==> src/rtl/mips_pkg.sv <==
// mips_pkg: definitions shared by the MEM stage and the MEM/WB register.
//   state_t         : MEM-stage access FSM states (IDLE, REQ)
//   DATA_W / REG_W  : default datapath width and register-index width
//   TIMEOUT_DEFAULT : default number of REQ cycles before an access is
//                     abandoned (used only when MEM_ACK_TIMEOUT_EN is defined)
package mips_pkg;

    localparam int DATA_W          = 32;
    localparam int REG_W           = 5;
    localparam int TIMEOUT_DEFAULT = 16;

    typedef enum logic [0:0] {
        IDLE = 1'b0,
        REQ  = 1'b1
    } state_t;

endpackage

==> src/rtl/mem_wb_reg.sv <==
// mem_wb_reg: MEM/WB pipeline register with a capture/bubble select.
// On each rising edge it either loads the src_* fields (capture = 1) or
// loads a bubble (all outputs 0). rst_n is synchronous, active-low.
// Ports:
//   clk, rst_n                      clock, synchronous active-low reset
//   capture                         1 = load src_* fields, 0 = load bubble
//   src_reg_write, src_mem_to_reg   control fields to latch
//   src_read_data, src_alu          data fields to latch (DATA_W)
//   src_dest                        destination register (REG_W)
//   reg_write, mem_to_reg           registered control outputs
//   read_data, alu                  registered data outputs
//   dest                            registered destination
module mem_wb_reg
    import mips_pkg::*;
#(
    parameter int DATA_W = mips_pkg::DATA_W,
    parameter int REG_W  = mips_pkg::REG_W
) (
    input  logic              clk,
    input  logic              rst_n,
    input  logic              capture,
    input  logic              src_reg_write,
    input  logic              src_mem_to_reg,
    input  logic [DATA_W-1:0] src_read_data,
    input  logic [DATA_W-1:0] src_alu,
    input  logic [REG_W-1:0]  src_dest,
    output logic              reg_write,
    output logic              mem_to_reg,
    output logic [DATA_W-1:0] read_data,
    output logic [DATA_W-1:0] alu,
    output logic [REG_W-1:0]  dest
);

    always_ff @(posedge clk) begin
        if (!rst_n || !capture) begin
            reg_write  <= 1'b0;
            mem_to_reg <= 1'b0;
            read_data  <= '0;
            alu        <= '0;
            dest       <= '0;
        end else begin
            reg_write  <= src_reg_write;
            mem_to_reg <= src_mem_to_reg;
            read_data  <= src_read_data;
            alu        <= src_alu;
            dest       <= src_dest;
        end
    end

endmodule

==> src/rtl/mem_access_stage.sv <==
// mem_access_stage: MEM stage of the pipelined MIPS core.
// Consumes the EX/MEM register, resolves the branch, runs the data-memory
// access over a req/ack handshake (stalling upstream while it is in flight)
// and loads the MEM/WB register.
// Optional feature: define MEM_ACK_TIMEOUT_EN to abandon an access after
// TIMEOUT REQ cycles without ack and raise the sticky mem_err flag.
// Ports:
//   clk, rst_n                      clock, synchronous active-low reset
//   exmem_*                         latched EX/MEM fields
//   dmem_req/we/addr/wdata          registered memory request (out)
//   dmem_ack, dmem_rdata            memory completion strobe and read data
//   stall                           freezes PC, IF/ID, ID/EX, EX/MEM
//   pc_src, branch_target           branch decision and target
//   memwb_*                         MEM/WB register outputs
//   mem_err                         sticky access-timeout flag
module mem_access_stage
    import mips_pkg::*;
#(
    parameter int DATA_W  = mips_pkg::DATA_W,
    parameter int REG_W   = mips_pkg::REG_W,
    parameter int TIMEOUT = mips_pkg::TIMEOUT_DEFAULT
) (
    input  logic              clk,
    input  logic              rst_n,
    input  logic              exmem_branch,
    input  logic              exmem_mem_write,
    input  logic              exmem_mem_read,
    input  logic              exmem_reg_write,
    input  logic              exmem_mem_to_reg,
    input  logic [DATA_W-1:0] exmem_add,
    input  logic [DATA_W-1:0] exmem_alu,
    input  logic [DATA_W-1:0] exmem_b2,
    input  logic [REG_W-1:0]  exmem_mux,
    input  logic              exmem_zf,
    output logic              dmem_req,
    output logic              dmem_we,
    output logic [DATA_W-1:0] dmem_addr,
    output logic [DATA_W-1:0] dmem_wdata,
    input  logic              dmem_ack,
    input  logic [DATA_W-1:0] dmem_rdata,
    output logic              stall,
    output logic              pc_src,
    output logic [DATA_W-1:0] branch_target,
    output logic              memwb_reg_write,
    output logic              memwb_mem_to_reg,
    output logic [DATA_W-1:0] memwb_read_data,
    output logic [DATA_W-1:0] memwb_alu,
    output logic [REG_W-1:0]  memwb_dest,
    output logic              mem_err
);

    state_t            state;
    state_t            next_state;
    logic              mem_op;
    logic              start;
    logic              capture;
    logic              timeout_hit;
    logic [DATA_W-1:0] capture_read_data;

    if (TIMEOUT < 1) begin : g_timeout_range
        $error("mem_access_stage: TIMEOUT must be at least 1");
    end

    assign mem_op = exmem_mem_read | exmem_mem_write;

    // dmem_req comes straight from the state register, so ack never reaches
    // it combinationally.
    assign dmem_req = (state == REQ);

    assign branch_target = exmem_add;
    assign pc_src        = exmem_branch & exmem_zf & ~stall;

    // Only a completed read returns memory data; stores (including the
    // read+write case, handled as a store) and ALU ops write back 0.
    assign capture_read_data = (state == REQ && !dmem_we) ? dmem_rdata : '0;

    always_comb begin
        next_state = state;
        stall      = 1'b0;
        capture    = 1'b0;
        start      = 1'b0;
        case (state)
            IDLE: begin
                if (mem_op) begin
                    stall      = 1'b1;
                    start      = 1'b1;
                    next_state = REQ;
                end else begin
                    capture = 1'b1;
                end
            end
            REQ: begin
                if (dmem_ack) begin
                    capture    = 1'b1;
                    next_state = IDLE;
                end else if (timeout_hit) begin
                    // Abandoned access: release upstream, retire as a bubble.
                    next_state = IDLE;
                end else begin
                    stall = 1'b1;
                end
            end
            default: next_state = IDLE;
        endcase
    end

    always_ff @(posedge clk) begin
        if (!rst_n) begin
            state      <= IDLE;
            dmem_we    <= 1'b0;
            dmem_addr  <= '0;
            dmem_wdata <= '0;
        end else begin
            state <= next_state;
            if (start) begin
                dmem_we    <= exmem_mem_write;
                dmem_addr  <= exmem_alu;
                dmem_wdata <= exmem_b2;
            end
        end
    end

`ifdef MEM_ACK_TIMEOUT_EN
    localparam int CNT_W = $clog2(TIMEOUT + 1);

    logic [CNT_W-1:0] req_cnt;

    // req_cnt holds the number of completed REQ cycles; the TIMEOUT-th REQ
    // cycle without ack is the last one.
    assign timeout_hit = (state == REQ) && (req_cnt == CNT_W'(TIMEOUT - 1));

    always_ff @(posedge clk) begin
        if (!rst_n) begin
            req_cnt <= '0;
            mem_err <= 1'b0;
        end else begin
            if (start) begin
                req_cnt <= '0;
            end else if (state == REQ) begin
                req_cnt <= req_cnt + 1'b1;
            end
            if (timeout_hit && !dmem_ack) begin
                mem_err <= 1'b1;
            end
        end
    end
`else
    assign timeout_hit = 1'b0;
    assign mem_err     = 1'b0;
`endif

    mem_wb_reg #(
        .DATA_W (DATA_W),
        .REG_W  (REG_W)
    ) u_mem_wb_reg (
        .clk            (clk),
        .rst_n          (rst_n),
        .capture        (capture),
        .src_reg_write  (exmem_reg_write),
        .src_mem_to_reg (exmem_mem_to_reg),
        .src_read_data  (capture_read_data),
        .src_alu        (exmem_alu),
        .src_dest       (exmem_mux),
        .reg_write      (memwb_reg_write),
        .mem_to_reg     (memwb_mem_to_reg),
        .read_data      (memwb_read_data),
        .alu            (memwb_alu),
        .dest           (memwb_dest)
    );

endmodule

==> config.mk <==
export PLATFORM = sky130hd
export DESIGN_NAME = mem_access_stage
export DESIGN_NICKNAME = d
export VERILOG_FILES = /design/src/rtl/mips_pkg.sv /design/src/rtl/mem_wb_reg.sv /design/src/rtl/mem_access_stage.sv
export SDC_FILE = /design/constraint.sdc
export NUM_CORES = 1
export LEC_CHECK = 0
export ABC_AREA = 1
export ABC_CLOCK_PERIOD_IN_PS = 3300
export CAP_MARGIN = 30
export CELL_PAD_IN_SITES_DETAIL_PLACEMENT = 0
export CELL_PAD_IN_SITES_GLOBAL_PLACEMENT = 1
export CORE_AREA = 2 2 142 144
export CTS_CLUSTER_DIAMETER = 80
export DETAILED_ROUTE_END_ITERATION = 8
export DIE_AREA = 0 0 144 146
export PLACE_DENSITY_LB_ADDON = 0.1
export SLEW_MARGIN = 20
export SYNTH_ARGS = -nofsm -noshare
export SYNTH_HDL_FRONTEND = slang
export SYNTH_SLANG_ARGS = --single-unit
==> constraint.sdc <==
create_clock -name clk -period 3.3 [get_ports clk]
set_input_delay 0.825 -clock clk [delete_from_list [all_inputs] [get_ports clk]]
set_output_delay 0.825 -clock clk [all_outputs]
set_load 0.01 [all_outputs]
==> results of run 1 <==
==> through the flow <==
| stage | hold slack (ps) | instance area (sq um) | total power (uW) |
|---|---|---|---|
| 2_1_floorplan | 485 | 4970 | 2190 |
| 3_3_place_gp | 466 | 7440 | 2570 |
| 3_5_place_dp | 471 | 7440 | 2580 |
| 4_1_cts | 484 | 8030 | 4510 |
| 5_1_grt | 501 | 8030 | 4660 |
| 6_report | 478 | 8030 | 4430 |
==> worst reg2reg max path: stages (launching register included) <==
cell and delay (ps):
dfxtp_1 390, inv_2 90, buf_4 580, nand3_1 220
nand2_1 100, nor2_1 40
==> worst min path at each step <==
stage                               startpoint                         end  slack, ps
global route        dmem_addr[15]$_SDFFE_PN0P_  dmem_addr[15]$_SDFFE_PN0P_        500
floorplan                 dmem_we$_SDFFE_PN0P_        dmem_we$_SDFFE_PN0P_        480
CTS                 dmem_addr[26]$_SDFFE_PN0P_  dmem_addr[26]$_SDFFE_PN0P_        480
global placement    dmem_addr[17]$_SDFFE_PN0P_  dmem_addr[17]$_SDFFE_PN0P_        470
detailed placement  dmem_addr[26]$_SDFFE_PN0P_  dmem_addr[26]$_SDFFE_PN0P_        470
finish              dmem_addr[29]$_SDFFE_PN0P_  dmem_addr[29]$_SDFFE_PN0P_        480
==> final cells by class <==
cell class | instances | share of cell area [%]
Clock inverter | 11 | 1.85
Inverter | 108 | 5.05
Multi-Input combinational cell | 342 | 17.6
Timing Repair Buffer | 255 | 31.7
Tap cell | 265 | 4.13
Antenna cell | 1 | 0.0312
Sequential cell | 137 | 34.2
Clock buffer | 21 | 5.48
==> power groups by stage <==
stage | registers, uW | logic [uW] | clock network (uW)
2_1_floorplan | 1900 | 283 | 0
3_3_place_gp | 1850 | 721 | 0
3_5_place_dp | 1850 | 726 | 0
4_1_cts | 1820 | 729 | 1970
5_1_grt | 1830 | 789 | 2050
6_report | 1820 | 714 | 1900
==> synth_stat cells <==
cell | instances | share of area, %
a21boi_0 | 1 | 0.15
a21oi_1 | 1 | 0.10
buf_1 | 4 | 0.30
buf_2 | 18 | 1.8
buf_4 | 34 | 5.1
buf_6 | 1 | 0.23
clkbuf_1 | 10 | 0.76
conb_1 | 1 | 0.075
dfxtp_1 | 137 | 55
inv_1 | 107 | 8.1
inv_2 | 1 | 0.075
nand2_1 | 69 | 5.2
nand2_2 | 1 | 0.13
nand3_1 | 65 | 6.5
nand3_2 | 1 | 0.20
nand4_1 | 1 | 0.13
nor2_1 | 191 | 14
nor2_2 | 10 | 1.3
nor2_4 | 1 | 0.23
==> cell families (layout without fill, tap and decap cells) <==
logic type | count (synthesis) | after routing | synth area share (%)
buffers and inverters | 175 | 395 | 16.4
and+or+nand+nor | 339 | 339 | 28.1
AOI/OAI and AO/OA | 2 | 2 | 0.252
DFF | 137 | 137 | 55.2
other | 1 | 2 | 0.0754
==> layer usage <==
layer	vias up	GRT usage [%]	share of wire [%]
met5	-	0	0
li1	2295	-	-
met3	30	6.42	9.9
met4	0	6.52	2.4
met1	2050	16.5	40
met2	189	25.6	47
==> layout by cell type (no fill, tap or decap), drive strengths merged, types with 3 or more instances in the layout <==
cell,netlist,routed
buf,57,8
bufinv,0,3
clkbuf,10,21
clkdlybuf4s50,0,247
clkinv,0,8
dfxtp,137,137
inv,108,108
nand2,70,70
nand3,66,66
nor2,202,202
==> impl_metrics.yaml, run 1 <==
clocking:
  hold_buffers: 0
  clockBufferDepth: 2
  post_cts_buffers: 0
  clock_latency_ps: 420
  cts_tree: "built"
  cts_resized: 0
  clockRootBuffer: "clkbuf_16"
  htree_levels: 4
  clkTransAtPathRegs_ps: 60
  cts_buffers: 17
  cts.sinks: 137
worst_setup_path:
  ff2ff_path_depth: 5
  reg2reg_from: "dmem_req$_SDFF_PN0_"
  cp_slowest_stage_delay_ps: 540
  critPathCapture: "pc_src"
  worstPathMaxFanout: 4
  crit_family: "buffers and inverters"
  regToRegEndpoint: "dmem_addr[15]$_SDFFE_PN0P_"
  worst-path-buf-inv: 3
  crit_cells: 7
  path_cells: "clkdlybuf4s50_1 -> inv_1 -> nand2_2 -> nand2_2 -> nand2_1 -> nor2_1 -> clkdlybuf4s50_1"
  startpoint_type: "primary input"
  startpoint: "exmem_mem_read"
  path_class: "primary input to primary output"
  arrival_ps: 2240
  endpoint_kind: "primary output"
  critPathRequiredTime_ps: 2470
  r2r_slack_ps: 1760
  cp_slowest_cell: "clkdlybuf4s50_1"
detailed_routing:
  antenna_left: 0
  wl_per_cell_microns: 13.8
  drt_iter0_markers: 132
  num_vias: 4564
  drcViolationCount: 0
  detail_route.vias_per_cell: 4.00
  routed_wl_mm: 15.8
  first_pass_iters: 4
timing:
  rsz0062_at_grt: "false"
  period_needed_ps: 3060
  setup_ws_ps: 239
  setup_viol: 0
  drv_slew: 0
  min_period_over_period_pct: 92.8
  max_slew.worst_pin.slew_ps: 753
  relSlewSlack_pct: 49.8
  finalHoldViolCount: 0
  fin_worst_skew_ps: 19.3
  fin_setup_tns_ps: 0
  clock.fmax_mhz: 327
global_routing:
  grt_pass1_wl_mm: 24.3
  grt_max_degree: 66
  grt_pass1_vias: 4582
  antenna_found_initial: 1
  gr-total-overflow: 0
  grt_use_total_pct: 15.1
floorplan:
  floorplan.rows: 51
  ios: 314
  die_h_microns: 146
  core_sq_um: 19300
  die_w_microns: 144
  die-area_sq_um: 21000
  start_util_pct: 25.7
layout:
  fin_util_pct: 41.5
  finalNetCount: 1003
  stdcell_count: 1140
  drive_gt1_share_pct: 5.84
  regArea_sq_um: 2740
  multiInputGateArea_sq_um: 1420
  fill_cells: 1993
  areaGrowthSynthToFinish_pct: 61.5
placement:
  place_inst: 1107
  pre_cts_slack_ps: 243
  place_hpwl_mm: 11.1
  numPortBuffers: 248
  gp_congestion: 0.734
power:
  power_density_nw_per_um2: 552
  p_int_uw: 3340
  comb_power_share_pct: 16.1
  clkPwrFrac_pct: 42.9
  ir_drop_uv: 361
  netSwitchingFraction_pct: 24.6
  pwr-share-seq_pct: 41.0
  switching_power_uw: 1090
  p_leak_uw: 0.00375
logic_synthesis:
  synth_cell_types: 19
  synth_seq_cells: 137
  yosysWarnings: 0
  syn_inst: 654
  synth_fp_nets: 796
  post_synth.cell_area_avg_sq_um: 7.60
  synth_area_sq_um: 4970
  seq_area_frac_synth_pct: 55.2
job:
  maxCapViolations: 0
min_path:
  holdPathStages: 2
  hold_path_class: "flip-flop to flip-flop"
run_status:
  outcome: "finished, final reports clean"
Note: power is estimated with default switching activity, not from simulation.
==> run 2, diff against run 1 <==
--- a/config.mk
+++ b/config.mk
@@ -15,6 +15,7 @@
 export DETAILED_ROUTE_END_ITERATION = 8
 export DIE_AREA = 0 0 144 146
 export PLACE_DENSITY_LB_ADDON = 0.1
+export SETUP_SLACK_MARGIN = 0.3
 export SLEW_MARGIN = 20
 export SYNTH_ARGS = -nofsm -noshare
 export SYNTH_HDL_FRONTEND = slang
==> run 2 against run 1 <==
First-iteration DRC count unchanged. Clock power about the same. Via count about the same. Global-route usage unchanged. Critical path depth unchanged. Non-clock buffer count unchanged. Critical path type unchanged. Largest cell class unchanged. Largest power group unchanged.
==> impl_metrics.yaml, run 2 (synthesized netlist as in run 1, its figures left out) <==
run_status:
  outcome: "finished, final reports clean"
clocking:
  htree_levels: 4
  cts_tree: "built"
  cts.sinks: 137
  cts_buffers: 17
  clockBufferDepth: 2
  hold_buffers: 0
  clockRootBuffer: "clkbuf_16"
  clock_latency_ps: 420
  clkTransAtPathRegs_ps: 60
timing:
  relSlewSlack_pct: 49.8
  clock.fmax_mhz: 358
  period_needed_ps: 2790
  max_slew.worst_pin.slew_ps: 753
  setup_viol: 0
  drv_slew: 0
  fin_worst_skew_ps: 19.3
  finalHoldViolCount: 0
  fin_setup_tns_ps: 0
  min_period_over_period_pct: 84.6
  rsz0062_at_grt: "false"
job:
  maxCapViolations: 0
worst_setup_path:
  path_class: "primary input to primary output"
  critPathRequiredTime_ps: 2470
  worstPathMaxFanout: 4
  endpoint_kind: "primary output"
  startpoint_type: "primary input"
  arrival_ps: 1970
floorplan:
  core_sq_um: 19300
  die_h_microns: 146
  floorplan.rows: 51
  die_w_microns: 144
  start_util_pct: 25.7
  ios: 314
  die-area_sq_um: 21000
placement:
  place_hpwl_mm: 11.1
  gp_congestion: 0.734
  numPortBuffers: 248
global_routing:
  grt_max_degree: 66
  grt_use_total_pct: 15.1
  grt_pass1_vias: 4582
  grt_pass1_wl_mm: 24.3
  gr-total-overflow: 0
  antenna_found_initial: 1
layout:
  final_cell_mix: "clkdlybuf4s50_1, nor2_1, dfxtp_1, inv_1, nand2_1"
  finalNetCount: 1003
  final_common_cell: "clkdlybuf4s50_1"
  multiInputGateArea_sq_um: 1420
  drive_gt1_share_pct: 5.84
  areaGrowthSynthToFinish_pct: 61.5
  fill_cells: 1994
  regArea_sq_um: 2740
detailed_routing:
  detail_route.vias_per_cell: 4.00
  antenna_left: 0
  drcViolationCount: 0
  first_pass_iters: 4
  drt_iter0_markers: 132
  num_vias: 4563
  wl_per_cell_microns: 13.8
  routed_wl_mm: 15.8
min_path:
  hold_path_class: "flip-flop to flip-flop"
power:
  p_leak_uw: 0.00375
  power_density_nw_per_um2: 552
  power_uw: 4430
  ir_drop_uv: 361
run 2: cell count changes in the layout (fill, tap and decap cells not counted):
cell / delta
clkdlybuf4s50_1: -2
dlygate4sd2_1: +2
run 2: worst paths after layout:
path	start	end	slack, ps	cells past startpoint
worst max-delay path	exmem_mem_read	pc_src	510	7
worst min-delay path	dmem_addr[29]$_SDFFE_PN0P_	dmem_addr[29]$_SDFFE_PN0P_	480	2
worst max register to register	dmem_req$_SDFF_PN0_	dmem_addr[15]$_SDFFE_PN0P_	1760	5
worst min register to register	dmem_addr[29]$_SDFFE_PN0P_	dmem_addr[29]$_SDFFE_PN0P_	480	2
run 2: report_power, final:
part	internal, uW	switching [uW]
sequential	1770	49.7
combinational	383	330
clock	1190	712
run 2: critical path: stages:
cell,delay (ps)
clkdlybuf4s50_1,500
inv_1,60
nand2_2,70
nand2_2,70
nand2_1,120
nor2_1,50
dlygate4sd2_1,270
run 2: routing by layer:
layer	part of all wire (%)	up-vias	GRT usage (%)	routed length, microns
li1	-	2295	-	-
met1	40	2049	16.5	6340
met2	47	189	25.6	7480
met3	9.9	30	6.42	1560
met4	2.4	0	6.52	380
met5	0	-	0	0
run 2: through the flow:
stage	area (sq um)	utilization, %	hold slack (ps)	worst slack [ps]	cells
global placement	7440	38.5	466	244	1107
finish	8030	41.5	478	507	1140
CTS	8030	41.5	484	513	1139
global route	8030	41.5	501	425	1140
floorplan	4970	-	485	1170	654
detailed placement	7440	38.5	471	243	1107
run 2: timing repair:
action / CTS / global route
setup endpoints to repair: 2 / 0
endpoints found under the hold margin: 0 / 0
gates resized for setup: 2 / 0
buffers inserted: 0 / 0
run 2: area by class of cell:
cell class	count	area share (%)
flip-flops and latches	137	34.2
clock inverters	11	1.85
well taps	265	4.13
clock buffers	21	5.49
multi-input cells	342	17.6
repair buffers	255	31.6
inverters	108	5.05
diodes	1	0.0312
==> run 3, diff against run 2 <==
--- a/config.mk
+++ b/config.mk
@@ -6,14 +6,14 @@
 export NUM_CORES = 1
 export LEC_CHECK = 0
 export ABC_AREA = 1
-export ABC_CLOCK_PERIOD_IN_PS = 3300
+export ABC_CLOCK_PERIOD_IN_PS = 2600
 export CAP_MARGIN = 30
 export CELL_PAD_IN_SITES_DETAIL_PLACEMENT = 0
 export CELL_PAD_IN_SITES_GLOBAL_PLACEMENT = 1
-export CORE_AREA = 2 2 142 144
+export CORE_AREA = 2 2 147 149
 export CTS_CLUSTER_DIAMETER = 80
 export DETAILED_ROUTE_END_ITERATION = 8
-export DIE_AREA = 0 0 144 146
+export DIE_AREA = 0 0 149 151
 export PLACE_DENSITY_LB_ADDON = 0.1
 export SETUP_SLACK_MARGIN = 0.3
 export SLEW_MARGIN = 20
==> constraint.sdc (replaced) <==
create_clock -name clk -period 2.6 [get_ports clk]
set_input_delay 0.65 -clock clk [delete_from_list [all_inputs] [get_ports clk]]
set_output_delay 0.65 -clock clk [all_outputs]
set_load 0.01 [all_outputs]
==> run 3 against run 2 <==
Die area increased by 7.0%. Count of clock-buffer cells in the layout shrank 3. Flip-flop and latch count unchanged. First-iteration DRC count is 22% lower. Power rose by 32%. Register-to-register slack worse by 820 ps. Wire length up 2.2%.
==> impl_metrics.yaml, run 3 (synthesized netlist as in run 1, its figures left out) <==
layout:
  final_cell_mix: "clkdlybuf4s50_1, nor2_1, dfxtp_1, inv_1, nand2_1"
  drive_gt1_share_pct: 7.29
  fin_util_pct: 39.1
  areaGrowthSynthToFinish_pct: 63.7
  n_antenna_cell: 0
  finalNetCount: 1009
  final_common_cell: "clkdlybuf4s50_1"
placement:
  place_hpwl_mm: 11.6
  numPortBuffers: 248
  gp_congestion: 0.728
timing:
  relSlewSlack_pct: 48.5
  setup_viol: 0
  clock.fmax_mhz: 446
  rsz0062_at_grt: "false"
  finalHoldViolCount: 0
  period_needed_ps: 2240
  fin_worst_skew_ps: 9.66
  min_period_over_period_pct: 86.2
  drv_slew: 0
  max_slew.worst_pin.slew_ps: 772
global_routing:
  grt_max_degree: 66
  gr-total-overflow: 0
  antenna_found_initial: 0
  grt_pass1_vias: 4886
  grt_use_total_pct: 14.5
  grt_pass1_wl_mm: 25.0
clocking:
  cts_buffers: 17
  clockBufferDepth: 2
  cts.sinks: 137
  clkTransAtPathRegs_ps: 60
  clockRootBuffer: "clkbuf_16"
  clock_latency_ps: 410
  cts_tree: "built"
  htree_levels: 4
min_path:
  min_from: "dmem_addr[16]$_SDFFE_PN0P_"
  hold_path_class: "flip-flop to flip-flop"
detailed_routing:
  wl_met3_mm: 1.70
  wl_met2_mm: 7.77
  drt-met1-wl_mm: 6.25
  routed_wl_mm: 16.1
  drt_iter0_markers: 103
  drcViolationCount: 0
  top_layer: "met4"
  wl_per_cell_microns: 14.0
  detail_route.vias_per_cell: 3.98
  num_vias: 4586
  first_pass_iters: 6
  antenna_left: 0
worst_setup_path:
  worstPathMaxFanout: 2
  crit_top_cell: "nand2_2"
  startpoint_type: "primary input"
  path_cells: "clkdlybuf4s50_1 -> inv_1 -> nand2_2 -> nand2_2 -> nand2_4 -> nor2_2 -> buf_2"
  cp_slowest_stage_delay_ps: 490
  endpoint_kind: "primary output"
  arrival_ps: 1590
  path_class: "primary input to primary output"
  startpoint: "exmem_mem_read"
  reg2reg_from: "dmem_req$_SDFF_PN0_"
  critPathRequiredTime_ps: 1950
  cp_slowest_cell: "clkdlybuf4s50_1"
floorplan:
  core_sq_um: 20800
  ios: 314
  die-area_sq_um: 22500
  start_util_pct: 23.9
  die_w_microns: 149
  die_h_microns: 151
  floorplan.rows: 53
power:
  power_density_nw_per_um2: 721
  p_leak_uw: 0.00381
  power_uw: 5860
  ir_drop_uv: 433
run_status:
  outcome: "finished, final reports clean"
job:
  maxCapViolations: 0
==> run 3: cell count changes in the layout (fill, tap and decap cells not counted), sizes merged, moves of 2 or more <==
| cell | previous run | this run |
|---|---|---|
| buf | 8 | 16 |
| clkbuf | 21 | 18 |
| clkinv | 8 | 5 |
| bufinv | 3 | 5 |
| dlygate4sd2 | 2 | 0 |
==> run 3: critical path, delay by kind of cell <==
family                 cells  cell delay (ps)
buffers and inverters      3              670
and+or+nand+nor            4              270
==> run 3: final timing paths <==
path | endpoint | slack (ps) | cells past startpoint
setup reg to reg | dmem_we$_SDFFE_PN0P_ | 940 | 5
setup / recovery | pc_src | 360 | 7
hold / removal | dmem_addr[16]$_SDFFE_PN0P_ | 480 | 2
hold reg to reg | dmem_addr[16]$_SDFFE_PN0P_ | 480 | 2
==> run 3: cell type report <==
type	count	area, sq um
Multi-Input combinational cell	342	1430
Sequential cell	137	2740
Inverter	108	405
Clock buffer	18	439
Fill cell	2170	12700
Tap cell	275	344
Timing Repair Buffer	261	2580
Clock inverter	12	199
==> run 3: report_power, final <==
part	internal, uW	switching [uW]
combinational	493	426
clock	1720	922
sequential	2240	64.5
total	4450	1410
==> run 3: stage by stage <==
| stage | instances | hold slack, ps | setup TNS, ps | worst slack [ps] | instance area (sq um) |
|---|---|---|---|---|---|
| final | 1153 | 479 | 0 | 358 | 8140 |
| after floorplan | 654 | 485 | 0 | 824 | 4970 |
| after global routing | 1153 | 498 | 0 | 303 | 8140 |
| after CTS | 1153 | 484 | 0 | 328 | 8130 |
| after detailed placement | 1122 | 473 | -244 | -134 | 7490 |
| after global placement | 1122 | 464 | -244 | -138 | 7490 |
==> run 3: what timing repair did <==
| item | 4_1_cts | 5_1_grt |
|---|---|---|
| resized for setup | 11 | 2 |
| pin swaps | 2 | 1 |
| endpoints found under the setup margin | 2 | 1 |
| hold buffers | 0 | 0 |
| setup buffers | 1 | 0 |
==> run 3: routing by layer <==
| layer | GRT usage (%) | vias to the layer above |
|---|---|---|
| met5 | 0 | - |
| met4 | 6.10 | 0 |
| met3 | 7.05 | 44 |
| met2 | 25.0 | 178 |
| met1 | 15.0 | 2061 |
| li1 | - | 2303 |
